[src/rtl/camara_capture.sv]
`default_nettype none
// ============================================================================
// Module   : camara_capture
// Purpose  : Capture front-end for an 8-bit parallel camera (OV7670 class).
//            Generates xclk and the reset/power-down sequence, synchronises
//            pclk/href/vsync/data into clk, assembles bytes into pixels
//            (RGB565 high byte first, or 8-bit grey) and writes them with
//            linear addresses to a frame buffer, with optional 2x2 decimation.
// Ports    : clk, rst_n (async, active low), enable, decim
//            vsync, href, pclk, data[7:0]          - sensor pins
//            xclk, cam_reset (low), cam_pwdn (high) - sensor control
//            pix_data[15:0], pix_addr, pix_we      - frame-buffer write port
//            frame_done, line_err                  - one-cycle status pulses
// Revision : 1.0 - initial release
// ============================================================================
module camara_capture #(
    parameter int H_ACTIVE  = 640,
    parameter int V_ACTIVE  = 480,
    parameter int BYTES_PIX = 2,
    parameter int ADDR_W    = 19,
    parameter int XCLK_DIV  = 2,
    parameter int RST_CYC   = 1000
) (
    input  logic              clk,
    input  logic              rst_n,
    input  logic              enable,
    input  logic              decim,
    input  logic              vsync,
    input  logic              href,
    input  logic              pclk,
    input  logic [7:0]        data,
    output logic              xclk,
    output logic              cam_reset,
    output logic              cam_pwdn,
    output logic [15:0]       pix_data,
    output logic [ADDR_W-1:0] pix_addr,
    output logic              pix_we,
    output logic              frame_done,
    output logic              line_err
);

    // Counter widths leave headroom above the active size so that over-long
    // lines / frames saturate instead of wrapping back into the window.
    localparam int c_col_w  = $clog2(H_ACTIVE + 1) + 1;
    localparam int c_row_w  = $clog2(V_ACTIVE + 1) + 1;
    localparam int c_pwr_w  = (RST_CYC  > 1) ? $clog2(RST_CYC)  : 1;
    localparam int c_xclk_w = (XCLK_DIV > 1) ? $clog2(XCLK_DIV) : 1;

    localparam logic [c_col_w-1:0]  c_h_active  = c_col_w'(H_ACTIVE);
    localparam logic [c_row_w-1:0]  c_v_active  = c_row_w'(V_ACTIVE);
    localparam logic [c_pwr_w-1:0]  c_pwr_last  = c_pwr_w'(RST_CYC - 1);
    localparam logic [c_xclk_w-1:0] c_xclk_last = c_xclk_w'(XCLK_DIV - 1);
    localparam logic                c_grey      = (BYTES_PIX == 1);

    typedef enum logic [1:0] {
        S_OFF     = 2'd0,
        S_PWRUP   = 2'd1,
        S_WAIT_VS = 2'd2,
        S_CAPTURE = 2'd3
    } state_t;

    state_t               r_state;
    logic [c_pwr_w-1:0]   r_pwr_cnt;
    logic [c_xclk_w-1:0]  r_xclk_cnt;
    // [0] metastability stage, [1] synchronised copy, [2] previous copy
    logic [2:0]           r_pclk_s;
    logic [2:0]           r_href_s;
    logic [2:0]           r_vsync_s;
    logic [7:0]           r_data_meta;
    logic [7:0]           r_data_sync;
    logic [7:0]           r_hi;
    logic                 r_phase;
    logic                 r_decim;
    logic [c_col_w-1:0]   r_col;
    logic [c_row_w-1:0]   r_row;
    logic [ADDR_W-1:0]    r_addr;

    logic                 w_pe;
    logic                 w_href_fall;
    logic                 w_vs_fall;
    logic                 w_vs_rise;
    logic                 w_take;
    logic                 w_pix_done;
    logic                 w_keep;
    logic [15:0]          w_pixel;

    // ------------------------------------------------------------------
    // Input synchronisers; data gets the same two-stage delay as pclk so
    // the byte seen at the detected pclk edge is the one the sensor held.
    // ------------------------------------------------------------------
    always_ff @(posedge clk or negedge rst_n) begin
        if (!rst_n) begin
            r_pclk_s    <= '0;
            r_href_s    <= '0;
            r_vsync_s   <= '0;
            r_data_meta <= '0;
            r_data_sync <= '0;
        end else begin
            r_pclk_s    <= {r_pclk_s[1:0],  pclk};
            r_href_s    <= {r_href_s[1:0],  href};
            r_vsync_s   <= {r_vsync_s[1:0], vsync};
            r_data_meta <= data;
            r_data_sync <= r_data_meta;
        end
    end

    assign w_pe        =  r_pclk_s[1]  & ~r_pclk_s[2];
    assign w_href_fall = ~r_href_s[1]  &  r_href_s[2];
    assign w_vs_fall   = ~r_vsync_s[1] &  r_vsync_s[2];
    assign w_vs_rise   =  r_vsync_s[1] & ~r_vsync_s[2];

    // A byte can never be taken in the same cycle as a line end: taking
    // needs the synchronised href high, the line end needs it low.
    assign w_take     = (r_state == S_CAPTURE) & w_pe & r_href_s[1];
    assign w_pix_done = w_take & (c_grey | r_phase);
    assign w_pixel    = c_grey ? {8'h00, r_data_sync} : {r_hi, r_data_sync};
    assign w_keep     = (r_col < c_h_active) && (r_row < c_v_active) &&
                        (!r_decim || (!r_col[0] && !r_row[0]));

    // ------------------------------------------------------------------
    // Free-running camera master clock
    // ------------------------------------------------------------------
    always_ff @(posedge clk or negedge rst_n) begin
        if (!rst_n) begin
            r_xclk_cnt <= '0;
            xclk       <= 1'b0;
        end else if (r_xclk_cnt == c_xclk_last) begin
            r_xclk_cnt <= '0;
            xclk       <= ~xclk;
        end else begin
            r_xclk_cnt <= r_xclk_cnt + 1'b1;
        end
    end

    // ------------------------------------------------------------------
    // Power sequencer, frame tracking and pixel assembly
    // ------------------------------------------------------------------
    always_ff @(posedge clk or negedge rst_n) begin
        if (!rst_n) begin
            r_state    <= S_OFF;
            r_pwr_cnt  <= '0;
            r_hi       <= '0;
            r_phase    <= 1'b0;
            r_decim    <= 1'b0;
            r_col      <= '0;
            r_row      <= '0;
            r_addr     <= '0;
            cam_reset  <= 1'b0;
            cam_pwdn   <= 1'b1;
            pix_data   <= '0;
            pix_addr   <= '0;
            pix_we     <= 1'b0;
            frame_done <= 1'b0;
            line_err   <= 1'b0;
        end else begin
            pix_we     <= 1'b0;
            frame_done <= 1'b0;
            line_err   <= 1'b0;
            case (r_state)
                S_OFF: begin
                    cam_pwdn  <= 1'b1;
                    cam_reset <= 1'b0;
                    r_pwr_cnt <= '0;
                    if (enable) begin
                        r_state  <= S_PWRUP;
                        cam_pwdn <= 1'b0;
                    end
                end
                S_PWRUP: begin
                    if (!enable) begin
                        r_state  <= S_OFF;
                        cam_pwdn <= 1'b1;
                    end else if (r_pwr_cnt == c_pwr_last) begin
                        r_state   <= S_WAIT_VS;
                        cam_reset <= 1'b1;
                    end else begin
                        r_pwr_cnt <= r_pwr_cnt + 1'b1;
                    end
                end
                S_WAIT_VS: begin
                    if (!enable) begin
                        r_state   <= S_OFF;
                        cam_pwdn  <= 1'b1;
                        cam_reset <= 1'b0;
                    end else if (w_vs_fall) begin
                        r_state <= S_CAPTURE;
                        r_row   <= '0;
                        r_col   <= '0;
                        r_phase <= 1'b0;
                        r_addr  <= '0;
                        r_decim <= decim;
                    end
                end
                S_CAPTURE: begin
                    if (w_take) begin
                        if (w_pix_done) begin
                            r_phase <= 1'b0;
                            if (r_col != '1) r_col <= r_col + 1'b1;
                            if (w_keep) begin
                                pix_we   <= 1'b1;
                                pix_data <= w_pixel;
                                pix_addr <= r_addr;
                                r_addr   <= r_addr + 1'b1;
                            end
                        end else begin
                            r_hi    <= r_data_sync;
                            r_phase <= 1'b1;
                        end
                    end
                    // Line end is handled before frame end so that a
                    // coincident vsync rise still closes the last line.
                    if (w_href_fall) begin
                        line_err <= (r_col != c_h_active) || r_phase;
                        if (r_row != '1) r_row <= r_row + 1'b1;
                        r_col   <= '0;
                        r_phase <= 1'b0;
                    end
                    if (w_vs_rise) begin
                        frame_done <= 1'b1;
                        if (enable) begin
                            r_state <= S_WAIT_VS;
                        end else begin
                            r_state   <= S_OFF;
                            cam_pwdn  <= 1'b1;
                            cam_reset <= 1'b0;
                        end
                    end
                end
                default: r_state <= S_OFF;
            endcase
        end
    end

endmodule
`default_nettype wire
[config.mk]
export PLATFORM = sky130hd
export DESIGN_NAME = camara_capture
export DESIGN_NICKNAME = d
export VERILOG_FILES = /design/src/rtl/camara_capture.sv
export SDC_FILE = /design/constraint.sdc
export NUM_CORES = 1
export LEC_CHECK = 0
export CAP_MARGIN = 40
export CORE_MARGIN = 2
export CORE_UTILIZATION = 61
export DETAILED_ROUTE_END_ITERATION = 8
export HOLD_SLACK_MARGIN = 0.15
export PLACE_DENSITY_LB_ADDON = 0.3
export SETUP_SLACK_MARGIN = 0.3
export SLEW_MARGIN = 15
export SYNTH_ARGS = -nofsm -noshare
export SYNTH_HDL_FRONTEND = slang
export SYNTH_SLANG_ARGS = --single-unit
[constraint.sdc]
create_clock -name clk -period 5.35 [get_ports clk]
set_clock_uncertainty 0.05 [all_clocks]
set_input_delay 0.535 -clock clk [delete_from_list [all_inputs] [get_ports clk]]
set_output_delay 0.535 -clock clk [all_outputs]
set_load 0.05 [all_outputs]
==> results of run 1 <==
==> power breakdown <==
group / leakage [uW] / internal (uW) / switching (uW)
Sequential: 0.00160 / 988 / 8.76
Clock: 0.000290 / 714 / 434
Combinational: 0.00113 / 17.2 / 29.0
Total: 0.00303 / 1720 / 472
==> worst min-delay path by stage <==
stage	slack, ps	to	cells after the start
after global placement	280	r_vsync_s[1]	0
after detailed placement	280	r_data_sync[7]	0
after floorplan	190	cam_reset	0
final	300	r_pclk_s[1]	0
after global routing	300	r_data_sync[2]	0
after CTS	300	r_pclk_s[1]	0
==> cell type report <==
type | count | share of cell area (%)
sequential | 129 | 47.9
inverter | 10 | 0.557
clock inverter | 14 | 2.64
tap | 108 | 2.00
timing repair buffer | 61 | 9.24
clock buffer | 17 | 6.14
multi-input combinational | 384 | 31.5
==> worst max-delay path: cells and delay by family, from the launching register on <==
| family | cells | cell delay (ps) |
|---|---|---|
| flip-flops | 1 | 680 |
| AO/OA/AOI/OAI | 1 | 170 |
| AND/OR/NAND/NOR | 4 | 1630 |
| buffers and inverters | 1 | 280 |
==> per-layer routing <==
| metal | track usage, % | part of all wire (%) | up-vias |
|---|---|---|---|
| li1 | - | - | 1977 |
| met1 | 31.6 | 42 | 2137 |
| met2 | 41.9 | 51 | 144 |
| met3 | 5.04 | 4.6 | 27 |
| met4 | 11.4 | 1.9 | 0 |
| met5 | 0 | 0 | - |
==> synth_stat cells, types with 2 or more instances <==
| library cell | number | area share (%) |
|---|---|---|
| sky130_fd_sc_hd__a21oi_1 | 12 | 1.1 |
| sky130_fd_sc_hd__a31o_2 | 2 | 0.32 |
| sky130_fd_sc_hd__a31oi_1 | 5 | 0.57 |
| sky130_fd_sc_hd__and2_1 | 2 | 0.23 |
| sky130_fd_sc_hd__and3_1 | 6 | 0.69 |
| sky130_fd_sc_hd__and4_1 | 7 | 1.1 |
| sky130_fd_sc_hd__buf_2 | 4 | 0.37 |
| sky130_fd_sc_hd__clkbuf_1 | 16 | 1.1 |
| sky130_fd_sc_hd__dfrtp_1 | 128 | 58 |
| sky130_fd_sc_hd__ha_1 | 5 | 1.1 |
| sky130_fd_sc_hd__inv_1 | 10 | 0.69 |
| sky130_fd_sc_hd__mux2_2 | 9 | 1.9 |
| sky130_fd_sc_hd__mux2i_1 | 4 | 0.73 |
| sky130_fd_sc_hd__nand2_1 | 141 | 9.7 |
| sky130_fd_sc_hd__nand2b_1 | 4 | 0.46 |
| sky130_fd_sc_hd__nand3_1 | 23 | 2.1 |
| sky130_fd_sc_hd__nand4_1 | 9 | 1.0 |
| sky130_fd_sc_hd__nor2_1 | 42 | 2.9 |
| sky130_fd_sc_hd__nor2b_1 | 3 | 0.34 |
| sky130_fd_sc_hd__nor3_1 | 13 | 1.2 |
| sky130_fd_sc_hd__nor3b_1 | 2 | 0.27 |
| sky130_fd_sc_hd__nor4_1 | 10 | 1.1 |
| sky130_fd_sc_hd__nor4b_1 | 4 | 0.64 |
| sky130_fd_sc_hd__nor4bb_1 | 2 | 0.37 |
| sky130_fd_sc_hd__o2111ai_1 | 3 | 0.48 |
| sky130_fd_sc_hd__o21a_1 | 2 | 0.27 |
| sky130_fd_sc_hd__o21ai_0 | 21 | 1.9 |
| sky130_fd_sc_hd__o31ai_1 | 2 | 0.27 |
| sky130_fd_sc_hd__or2_2 | 2 | 0.23 |
| sky130_fd_sc_hd__or3_1 | 7 | 0.80 |
| sky130_fd_sc_hd__or4_1 | 4 | 0.55 |
| sky130_fd_sc_hd__xnor2_1 | 19 | 3.0 |
| sky130_fd_sc_hd__xor2_1 | 8 | 1.3 |
==> per-stage QoR <==
stage	total power, uW	hold WS [ps]	area [sq um]	cells
6_report	2190	299	6740	723
5_1_grt	2260	304	6740	723
4_1_cts	2210	301	6740	723
3_5_place_dp	1060	285	6140	691
3_3_place_gp	1060	283	6100	689
2_1_floorplan	1020	189	5480	545
==> cell families (layout without fill, tap and decap cells) <==
group,Yosys count,in the layout
muxes,13,13
xor gates and xnor gates,27,27
adders and majority gates,5,5
DFF,129,129
AOI/OAI and AO/OA,54,54
and+or+nand+nor,285,285
buffers and inverters,32,102
==> sequential cells by signal, indices dropped and copies added, names as in the netlist, 8 cells and up <==
name	count
r_data_sync	8
pix_addr	19
r_addr	19
r_hi	8
pix_data	16
r_col	11
r_data_meta	8
r_row	10
r_pwr_cnt	10
==> cell usage in the layout (no fill, tap or decap), types with 3 or more instances in the layout <==
master                            count
sky130_fd_sc_hd__nor3_1              12
sky130_fd_sc_hd__nor4_1              10
sky130_fd_sc_hd__nand4_1              9
sky130_fd_sc_hd__ha_1                 5
sky130_fd_sc_hd__inv_6                5
sky130_fd_sc_hd__a21oi_1             12
sky130_fd_sc_hd__clkbuf_16           16
sky130_fd_sc_hd__nor2b_1              3
sky130_fd_sc_hd__a31oi_1              5
sky130_fd_sc_hd__nand3_1             23
sky130_fd_sc_hd__mux2_2               9
sky130_fd_sc_hd__clkdlybuf4s50_1     54
sky130_fd_sc_hd__buf_4                4
sky130_fd_sc_hd__and3_1               6
sky130_fd_sc_hd__nand2_1            141
sky130_fd_sc_hd__dfrtp_1            128
sky130_fd_sc_hd__o21ai_0             21
sky130_fd_sc_hd__nand2b_1             4
sky130_fd_sc_hd__mux2i_1              4
sky130_fd_sc_hd__bufinv_16            3
sky130_fd_sc_hd__inv_1               10
sky130_fd_sc_hd__nor2_1              42
sky130_fd_sc_hd__and4_1               7
sky130_fd_sc_hd__xor2_1               8
sky130_fd_sc_hd__nor4b_1              4
sky130_fd_sc_hd__clkinv_4             3
sky130_fd_sc_hd__or3_1                7
sky130_fd_sc_hd__or4_1                4
sky130_fd_sc_hd__o2111ai_1            3
sky130_fd_sc_hd__xnor2_1             19
==> results.md, run 1 <==
* Outcome: finished clean
* Required arrival time at the worst endpoint at 5740 ps
* Clock latency at the later pin of the worst-skew pair at 510 ps
* Sequential cell area in the final layout at 0.00323 sq mm
* Adder-Cell Fraction of Synth Area at 1.14%
* Timing startpoint of the critical path: r_state[1]
* Post-synth EDFFs at 0
* Hold-fix buffers, CTS at 1
* Worst min-delay path startpoint: r_pclk_s[0]
* VDD IR-drop max at 0.193 mV
* Area of the multi-input gates at 0.00212 sq mm
* Setup Total Neg Slack at 0 ps
* Reg-to-reg endpoint: r_addr[5]
* Die Area at 0.00975 sq mm
* Starting Density at 62.8%
* Synthesized netlist cell count at 545
* Crit start category: flip-flop
* DRT antenna net count at 0
* Minimum clock period after layout at 2890 ps
* Max-Slew Margin vs Limit at 44.1%
* Kind of critical path: flip-flop to flip-flop
* Sinks on the clock net at 129
* Area Growth Syn to Fin at 23.1%
* PD cells at 325 mW/mm^2
* Number of gates given a new drive strength after cts at 0
* Core Util, Final at 77.3%
* Number of antenna violations at the first check in global routing at 0
* Weighted congestion reported at the end of routability-driven placement at 0.895
* Worst path setup slack after routing at 2460 ps
* Class of the worst hold path: flip-flop to flip-flop
* Clock buffer count from CTS at 17
* Clock tree root driver cell: sky130_fd_sc_hd__clkbuf_8
* Final Max Tran Viols at 0
* DR WL/cell at 16.5 um
* Flip-flop and latch count after synthesis at 129
* Maximum number of pins on one net before global-route repair at 61
* Main flop type after synthesis: sky130_fd_sc_hd__dfrtp_1
* Netlist cell types at 47
* Register-to-Register Setup Slack at 2460 ps
* Max Root-Sink Buffers at 2
* Part of the Yosys area used for sequential elements at 59.0%
* Worst-path clk slew at 60 ps
* DRC violations left at 0
* Maximum fanout along the worst path at 44
* Number of nets produced by synthesis at 565
* CP cell instances: and2_1 > nand4_4 > or3_1 > buf_4 > or4_1 > a21oi_1
* Number of placement rows at 34
* R2r worst-path depth at 6
* Capturing element of the worst setup path: r_addr[5]
* Number of DRC markers in iteration 0 at 288
* Filler Cells Inserted at 564
* Final Cycle Share at 54.1%
* Number of nets in the layout at 623
* Number of detailed-route iterations in the first pass at 6
* Maximum level of the CTS H-tree at 4
* Proportion of synthesized area in mux cells at 2.58%
* Unrepaired setup endpoints after global routing: no
* Lkg Pwr at 0.00303 uW
* Total standard cell area after synthesis at 0.00548 sq mm
* Average cell area after synthesis at 10.0 sq um
* Type of destination of the critical path: flip-flop
* ANT cells at 0
* Share of flip-flops with an asynchronous set or reset at 100%
* Die width at 98.8 um
* Fraction of final layout cells sized beyond drive strength 1 at 8.94%
* Main combinational cell family by area after synthesis: simple AND/OR/NAND/NOR gates
* Placeable Area at 0.00872 sq mm
* Area share of and/or/nand/nor cells after synthesis at 24.6%
* Cell with the largest stage delay on the worst path: sky130_fd_sc_hd__dfrtp_1
* Post-detailed-route via-to-cell ratio at 5.93
* Final HPWL from detailed placement at 7.54 mm
* GR Util All Layers at 25.0%
* Number of buffer cells added on primary ports at 55
* Total of max-cap violations at 0
* Worst stage delay on the critical path at 680 ps
* Synth Warn # at 0
* Number of vias in the routed layout at 4285
* Peak clock frequency supported by timing at 0.345 GHz
* Final hold viol count at 0
* Number of top-level design ports at 56
* Transition time at the pin with the least slew margin at 832 ps
* TritonCTS clock tree: yes
* Via count of the first global-routing pass at 4236
* Synth Area in XOR/XNOR at 4.32%
* Die H at 98.8 um
* Reg-to-Reg Start: r_state[1]
* Wire length of the first global-routing pass at 19.6 mm
* Pre-CTS WS at 2410 ps
* Postcts setup bufs at 0
* Final Setup Violations at 0
* Remaining Overflow, GRT at 0
* Complex-gate fraction of the synthesized area at 6.01%
* CP Data Arrival Time at 3280 ps
* Total detailed-routing wirelength at 11.9 mm
(Power assumes the default switching activity.)
==> run 2, diff against run 1 <==
--- a/config.mk
+++ b/config.mk
@@ -7,7 +7,7 @@
 export LEC_CHECK = 0
 export CAP_MARGIN = 40
 export CORE_MARGIN = 2
-export CORE_UTILIZATION = 61
+export CORE_UTILIZATION = 56
 export DETAILED_ROUTE_END_ITERATION = 8
 export HOLD_SLACK_MARGIN = 0.15
 export PLACE_DENSITY_LB_ADDON = 0.3
==> constraint.sdc (replaced) <==
create_clock -name clk -period 2.85 [get_ports clk]
set_clock_uncertainty 0.05 [all_clocks]
set_input_delay 0.285 -clock clk [delete_from_list [all_inputs] [get_ports clk]]
set_output_delay 0.285 -clock clk [all_outputs]
set_load 0.05 [all_outputs]
==> run 2 against run 1 <==
Net effect: non-clock buffer count grew 19; clock power grew 88%; sequential power grew 88%; register-to-register slack lost 2000 ps; first-iteration DRC count shrank 5.6%; maximum frequency grew 21%; critical endpoint unchanged; power grew 88%; hold slack lost 130 ps.
==> results.md, run 2 (synthesis gave the netlist of run 1 again) <==
* Final Setup Violations at 0 (unchanged)
* Area Growth Syn to Fin at 26.6% (was 23.1%)
* Most frequent cells in the layout: 141 x sky130_fd_sc_hd__nand2_1, 128 x sky130_fd_sc_hd__dfrtp_1, 54 x sky130_fd_sc_hd__clkdlybuf4s50_1, 42 x sky130_fd_sc_hd__nor2_1, 23 x sky130_fd_sc_hd__nand3_1 (unchanged)
* Total of max-cap violations at 0 (unchanged)
* Max-Slew Margin vs Limit at 49.1% (was 44.1%)
* Final HPWL from detailed placement at 7.95 mm (was 7.54 mm)
* Postcts setup bufs at 0 (unchanged)
* Die H at 103 um (was 98.8 um)
* Pre-CTS WS at 369 ps (was 2410 ps)
* Wire length of the first global-routing pass at 20.1 mm (was 19.6 mm)
* Weighted congestion reported at the end of routability-driven placement at 0.838 (was 0.895)
* DR WL/cell at 15.6 um (was 16.5 um)
* Final Max Tran Viols at 0 (unchanged)
* Number of vias in the routed layout at 4321 (was 4285)
* Clock buffer count from CTS at 17 (unchanged)
* Via count of the first global-routing pass at 4229 (was 4236)
* Unrepaired setup endpoints after global routing: no (unchanged)
* TritonCTS clock tree: yes (unchanged)
* Peak clock frequency supported by timing at 0.419 GHz (was 0.345 GHz)
* Remaining Overflow, GRT at 0 (unchanged)
* Worst path setup slack after routing at 464 ps (was 2460 ps)
* Total detailed-routing wirelength at 12.0 mm (was 11.9 mm)
* VDD IR-drop max at 0.377 mV (was 0.193 mV)
* Final Cycle Share at 83.7% (was 54.1%)
* Transition time at the pin with the least slew margin at 758 ps (was 832 ps)
* Clock latency at the later pin of the worst-skew pair at 520 ps (was 510 ps)
* Number of buffer cells added on primary ports at 55 (unchanged)
* Maximum number of pins on one net before global-route repair at 54 (was 61)
* Minimum clock period after layout at 2390 ps (was 2890 ps)
* Maximum fanout along the worst path at 16 (was 44)
* PD cells at 595 mW/mm^2 (was 325 mW/mm^2)
* Kind of critical path: flip-flop to flip-flop (unchanged)
* Number of nets in the layout at 642 (was 623)
* Worst-path clk slew at 60 ps (about the same)
* Clock tree root driver cell: sky130_fd_sc_hd__clkbuf_8 (unchanged)
* Placeable Area at 0.00964 sq mm (was 0.00872 sq mm)
* Final hold viol count at 0 (unchanged)
* DRC violations left at 0 (unchanged)
* Sinks on the clock net at 129 (unchanged)
* Number of detailed-route iterations in the first pass at 5 (was 6)
* Lkg Pwr at 0.00311 uW (was 0.00303 uW)
* Registers with the highest flip-flop counts: pix_addr x19, r_addr x19, pix_data x16 (unchanged)
* Number of top-level design ports at 56 (unchanged)
* Post-detailed-route via-to-cell ratio at 5.63 (was 5.93)
* Maximum level of the CTS H-tree at 4 (unchanged)
* Type of destination of the critical path: flip-flop (unchanged)
* Number of placement rows at 36 (was 34)
* CP Data Arrival Time at 2780 ps (was 3280 ps)
* Number of DRC markers in iteration 0 at 272 (was 288)
* Setup Total Neg Slack at 0 ps (unchanged)
* Required arrival time at the worst endpoint at 3240 ps (was 5740 ps)
* ANT cells at 0 (unchanged)
* DRT antenna net count at 0 (unchanged)
* Die width at 103 um (was 98.8 um)
* Fraction of final layout cells sized beyond drive strength 1 at 10.7% (was 8.94%)
* Number of antenna violations at the first check in global routing at 0 (unchanged)
* Leading cell type in the layout, fill and taps excluded: sky130_fd_sc_hd__nand2_1 (unchanged)
* Starting Density at 56.8% (was 62.8%)
* GR Util All Layers at 24.9% (was 25.0%)
* Outcome: finished clean (unchanged)
* Class of the worst hold path: input pin to flip-flop (was flip-flop to flip-flop)
* Core Util, Final at 71.9% (was 77.3%)
* Max Root-Sink Buffers at 2 (unchanged)
* Crit start category: flip-flop (unchanged)
* Die Area at 0.0106 sq mm (was 0.00975 sq mm)
## run 2: cell types whose count changed in the layout (fill, tap and decap cells not counted), sizes merged
| cell | previous run | this run |
|---|---|---|
| bufinv | 3 | 2 |
| dlygate4sd3 | 1 | 8 |
| clkinv | 5 | 3 |
| buf | 6 | 18 |
| clkbuf | 17 | 18 |
| inv | 15 | 18 |
## run 2: cell type report
type / instances / area [sq um]
well taps: 133 / 166
clock buffers: 18 / 428
clock inverters: 14 / 169
flip-flops and latches: 129 / 3230
fillers: 706 / 2710
inverters: 10 / 37.5
repair buffers: 80 / 781
multi-input cells: 384 / 2120
## run 2: repair_timing
item / CTS / global route
hold endpoints to repair: 134 / 1
endpoints found under the setup margin: 0 / 8
hold buffers: 7 / 1
resized for setup: 0 / 1
## run 2: report_power, final
group          switching (uW)  internal [uW]  leakage (uW)  total (uW)
clock network             860           1300      0.000292        2160
registers                12.8           1850       0.00160        1870
logic                    58.3           40.0       0.00122        98.3
total                     931           3190       0.00311        4130
## run 2: per-stage QoR
stage               total power [uW]  instances  area, sq um  hold slack [ps]
floorplan                       1920        545         5480            -60.6
global route                    4260        768         6930              160
finish                          4130        768         6930              164
CTS                             4160        767         6920              153
global placement                1990        728         6260              194
detailed placement              1990        728         6260              206
## run 2: worst paths after layout
| kind | start | end | slack [ps] | depth (start not counted) |
|---|---|---|---|---|
| max reg2reg | r_col[0] | r_addr[5] | 460 | 6 |
| max | r_col[0] | r_addr[5] | 460 | 6 |
| min reg2reg | r_data_meta[6] | r_data_sync[6] | 300 | 0 |
| max in group asynchronous | rst_n | r_pclk_s[0] | 1870 | 3 |
| min | data[7] | r_data_meta[7] | 160 | 1 |
| min in group asynchronous | rst_n | pix_addr[16] | 200 | 2 |
## run 2: metal layers
metal,routed length [um],vias to the layer above,global-route usage (%)
li1,-,2022,-
met1,5130,2127,33.0
met2,6000,149,40.0
met3,599,23,5.02
met4,240,0,11.2
met5,0,-,0
## run 2: critical path, stage by stage (launching register included)
cell and delay [ps]:
sky130_fd_sc_hd__dfrtp_1 460, sky130_fd_sc_hd__o21ai_1 320, sky130_fd_sc_hd__nand2_1 160, sky130_fd_sc_hd__or3_1 430, sky130_fd_sc_hd__buf_4 210, sky130_fd_sc_hd__or4_1 530
sky130_fd_sc_hd__a21oi_1 160
==> run 3, diff against run 2 <==
--- a/config.mk
+++ b/config.mk
@@ -7,7 +7,7 @@
 export LEC_CHECK = 0
 export CAP_MARGIN = 40
 export CORE_MARGIN = 2
-export CORE_UTILIZATION = 56
+export CORE_UTILIZATION = 51
 export DETAILED_ROUTE_END_ITERATION = 8
 export HOLD_SLACK_MARGIN = 0.15
 export PLACE_DENSITY_LB_ADDON = 0.3
==> constraint.sdc (replaced) <==
create_clock -name clk -period 2 [get_ports clk]
set_clock_uncertainty 0.05 [all_clocks]
set_input_delay 0.2 -clock clk [delete_from_list [all_inputs] [get_ports clk]]
set_output_delay 0.2 -clock clk [all_outputs]
set_load 0.05 [all_outputs]
==> run 3 against run 2 <==
Net effect: highest routed layer unchanged; final area increased by 25%; critical endpoint is now r_addr[16]; the run now ends with setup timing left; via count increased by 18%; hold slack improved by 5.4 ps; combinational power increased by 100%; critical path depth unchanged.
==> results.md, run 3 (synthesis gave the netlist of run 1 again) <==
* Transition time at the pin with the least slew margin at 552 ps (was 758 ps)
* Most frequent cells in the layout: 124 x sky130_fd_sc_hd__dfrtp_1, 77 x sky130_fd_sc_hd__nand2_1, 70 x sky130_fd_sc_hd__buf_4, 41 x sky130_fd_sc_hd__nand2_2, 39 x sky130_fd_sc_hd__nor2_1 (was 141 x sky130_fd_sc_hd__nand2_1, 128 x sky130_fd_sc_hd__dfrtp_1, 54 x sky130_fd_sc_hd__clkdlybuf4s50_1, 42 x sky130_fd_sc_hd__nor2_1, 23 x sky130_fd_sc_hd__nand3_1)
* Filler Cells Inserted at 514 (was 706)
* Maximum number of pins on one net before global-route repair at 51 (was 54)
* Number of buffer cells added on primary ports at 55 (unchanged)
* TritonCTS clock tree: yes (unchanged)
* Minimum clock period after layout at 2000 ps (was 2390 ps)
* Cell with the largest stage delay on the worst path: sky130_fd_sc_hd__dfrtp_1 (was sky130_fd_sc_hd__or4_1)
* Number of top-level design ports at 56 (unchanged)
* Dpl cell area at 0.00653 sq mm (was 0.00626 sq mm)
* Number of antenna violations at the first check in global routing at 0 (unchanged)
* Clock tree root driver cell: sky130_fd_sc_hd__clkbuf_8 (unchanged)
* Final HPWL from detailed placement at 8.17 mm (was 7.95 mm)
* Reg-to-Reg Start: r_row[7] (was r_col[0])
* Starting Density at 52.8% (was 56.8%)
* Number of DRC markers in iteration 0 at 467 (was 272)
* Number of vias in the routed layout at 5103 (was 4321)
* Final hold viol count at 0 (unchanged)
* Final Max Tran Viols at 0 (unchanged)
* Failing checks: setup timing
* Kind of critical path: flip-flop to flip-flop (unchanged)
* Final Cycle Share at 100% (was 83.7%)
* Crit start category: flip-flop (unchanged)
* Maximum level of the CTS H-tree at 4 (unchanged)
* DR WL/cell at 21.2 um (was 15.6 um)
* Via count of the first global-routing pass at 4911 (was 4229)
* R2r worst-path depth at 6 (unchanged)
* Total detailed-routing wirelength at 18.4 mm (was 12.0 mm)
* Fraction of final layout cells sized beyond drive strength 1 at 41.3% (was 10.7%)
* Peak clock frequency supported by timing at 0.499 GHz (was 0.419 GHz)
* Worst-path clk slew at 60 ps (about the same)
* DRC violations left at 0 (unchanged)
* CP cell instances: nand4_1 > buf_6 > nand4_1 > or3_4 > or3_1 > a21oi_2 (was o21ai_1 > nand2_1 > or3_1 > buf_4 > or4_1 > a21oi_1)
* VDD IR-drop max at 0.770 mV (was 0.377 mV)
* Reg-to-reg endpoint: r_addr[16] (was r_addr[5])
* PD cells at 707 mW/mm^2 (was 595 mW/mm^2)
* Placeable Area at 0.0104 sq mm (was 0.00964 sq mm)
* Total stage count of the critical path at 6 (unchanged)
* Setup Total Neg Slack at -4.65 ps (was 0 ps)
* Max-Slew Margin vs Limit at 63.4% (was 49.1%)
* Clock latency at the later pin of the worst-skew pair at 540 ps (was 520 ps)
* Maximum fanout along the worst path at 5 (was 16)
* Worst stage delay on the critical path at 450 ps (was 530 ps)
* Cell repeated most along the worst path: sky130_fd_sc_hd__nand4_1
* Required arrival time at the worst endpoint at 2410 ps (was 3240 ps)
* Number of placed instances with taps included at 758 (was 728)
* Remaining Overflow, GRT at 0 (unchanged)
* Timing startpoint of the critical path: r_row[7] (was r_col[0])
* Die width at 108 um (was 103 um)
* Unrepaired setup endpoints after global routing: yes (was no)
* ANT cells at 0 (unchanged)
* Lkg Pwr at 0.00411 uW (was 0.00311 uW)
* Layout Cells excl Fill at 865 (was 768)
* Core Util, Final at 83.5% (was 71.9%)
* Register-to-Register Setup Slack at -5 ps (was 460 ps)
* Die H at 108 um (was 103 um)
* Bufs and invs on worst path at 1 (unchanged)
* Cell family contributing the most delay on the critical path: simple AND/OR/NAND/NOR gates (unchanged)
* Worst path setup slack after routing at -4.65 ps (was 464 ps)
* Class of the worst hold path: input pin to flip-flop (unchanged)
* Max Root-Sink Buffers at 2 (unchanged)
* Capturing element of the worst setup path: r_addr[16] (was r_addr[5])
* Registers with the highest flip-flop counts: pix_addr x19, r_addr x19, pix_data x16 (unchanged)
* Number of nets in the layout at 736 (was 642)
* Die Area at 0.0116 sq mm (was 0.0106 sq mm)
* Wire length of the first global-routing pass at 23.9 mm (was 20.1 mm)
* Type of destination of the critical path: flip-flop (unchanged)
* GR Util All Layers at 26.7% (was 24.9%)
* Area Growth Syn to Fin at 58.1% (was 26.6%)
* Total of max-cap violations at 0 (unchanged)
* Outcome: finished, violations left (was finished clean)
* Number of detailed-route iterations in the first pass at 5 (unchanged)
* Smallest hold slack at 169 ps (was 164 ps)
* Leading cell type in the layout, fill and taps excluded: sky130_fd_sc_hd__dfrtp_1 (was sky130_fd_sc_hd__nand2_1)
* CP Data Arrival Time at 2410 ps (was 2780 ps)
* Post-detailed-route via-to-cell ratio at 5.90 (was 5.63)
* Clock buffer count from CTS at 17 (unchanged)
* Number of placement rows at 37 (was 36)
* DRT antenna net count at 0 (unchanged)
* Sinks on the clock net at 129 (unchanged)
* Post-layout instance area at 0.00866 sq mm (was 0.00693 sq mm)
* Weighted congestion reported at the end of routability-driven placement at 0.860 (was 0.838)
* Final Setup Violations at 1 (was 0)
-- run 3: worst min path at each step --
| stage | startpoint | end | slack [ps] | cells after the start |
|---|---|---|---|---|
| global route | decim | r_decim | 220 | 3 |
| finish | decim | r_decim | 170 | 3 |
| CTS | decim | r_decim | 180 | 3 |
| floorplan | rst_n | cam_reset | -150 | 0 |
| detailed placement | rst_n | r_col[6] | 130 | 1 |
| global placement | rst_n | r_col[6] | 130 | 1 |
-- run 3: metrics by stage --
stage	total power (uW)	setup WS [ps]
final	6120	-4.65
after global routing	6300	-18.4
after CTS	6080	135
after detailed placement	2850	-4.18
after global placement	2840	-17.4
after floorplan	2740	44.9
-- run 3: layer usage --
| layer | track usage, % | vias to the layer above | wire length [um] |
|---|---|---|---|
| li1 | - | 2206 | - |
| met5 | 0 | - | 0 |
| met1 | 32.2 | 2529 | 6860 |
| met2 | 43.8 | 290 | 9370 |
| met4 | 11.6 | 0 | 773 |
| met3 | 8.54 | 78 | 1350 |
-- run 3: cell type report --
class	instances	area [sq um]	share of cell area, %
Timing Repair Buffer	174	1670	19.3
Clock inverter	11	151	1.75
Inverter	10	50.0	0.578
Clock buffer	21	469	5.42
Multi-Input combinational cell	384	2910	33.6
Tap cell	136	170	1.97
Sequential cell	129	3230	37.4
-- run 3: tightest hold or removal path, cell delays in order --
cell and delay (ps):
sky130_fd_sc_hd__clkdlybuf4s50_1 410, sky130_fd_sc_hd__nand2_1 60, sky130_fd_sc_hd__nand2_1 40
-- run 3: power by group --
part | switching, uW | internal (uW)
clock | 1210 | 2040
combinational | 108 | 92.2
sequential | 25.7 | 2640
-- run 3: what timing repair did --
action,CTS,global route
hold endpoints to repair,140,0
setup endpoints to repair,119,119
buffers inserted,37,21
pin swaps,32,100
gates resized for setup,105,204
hold buffers,13,0
cloned,1,3
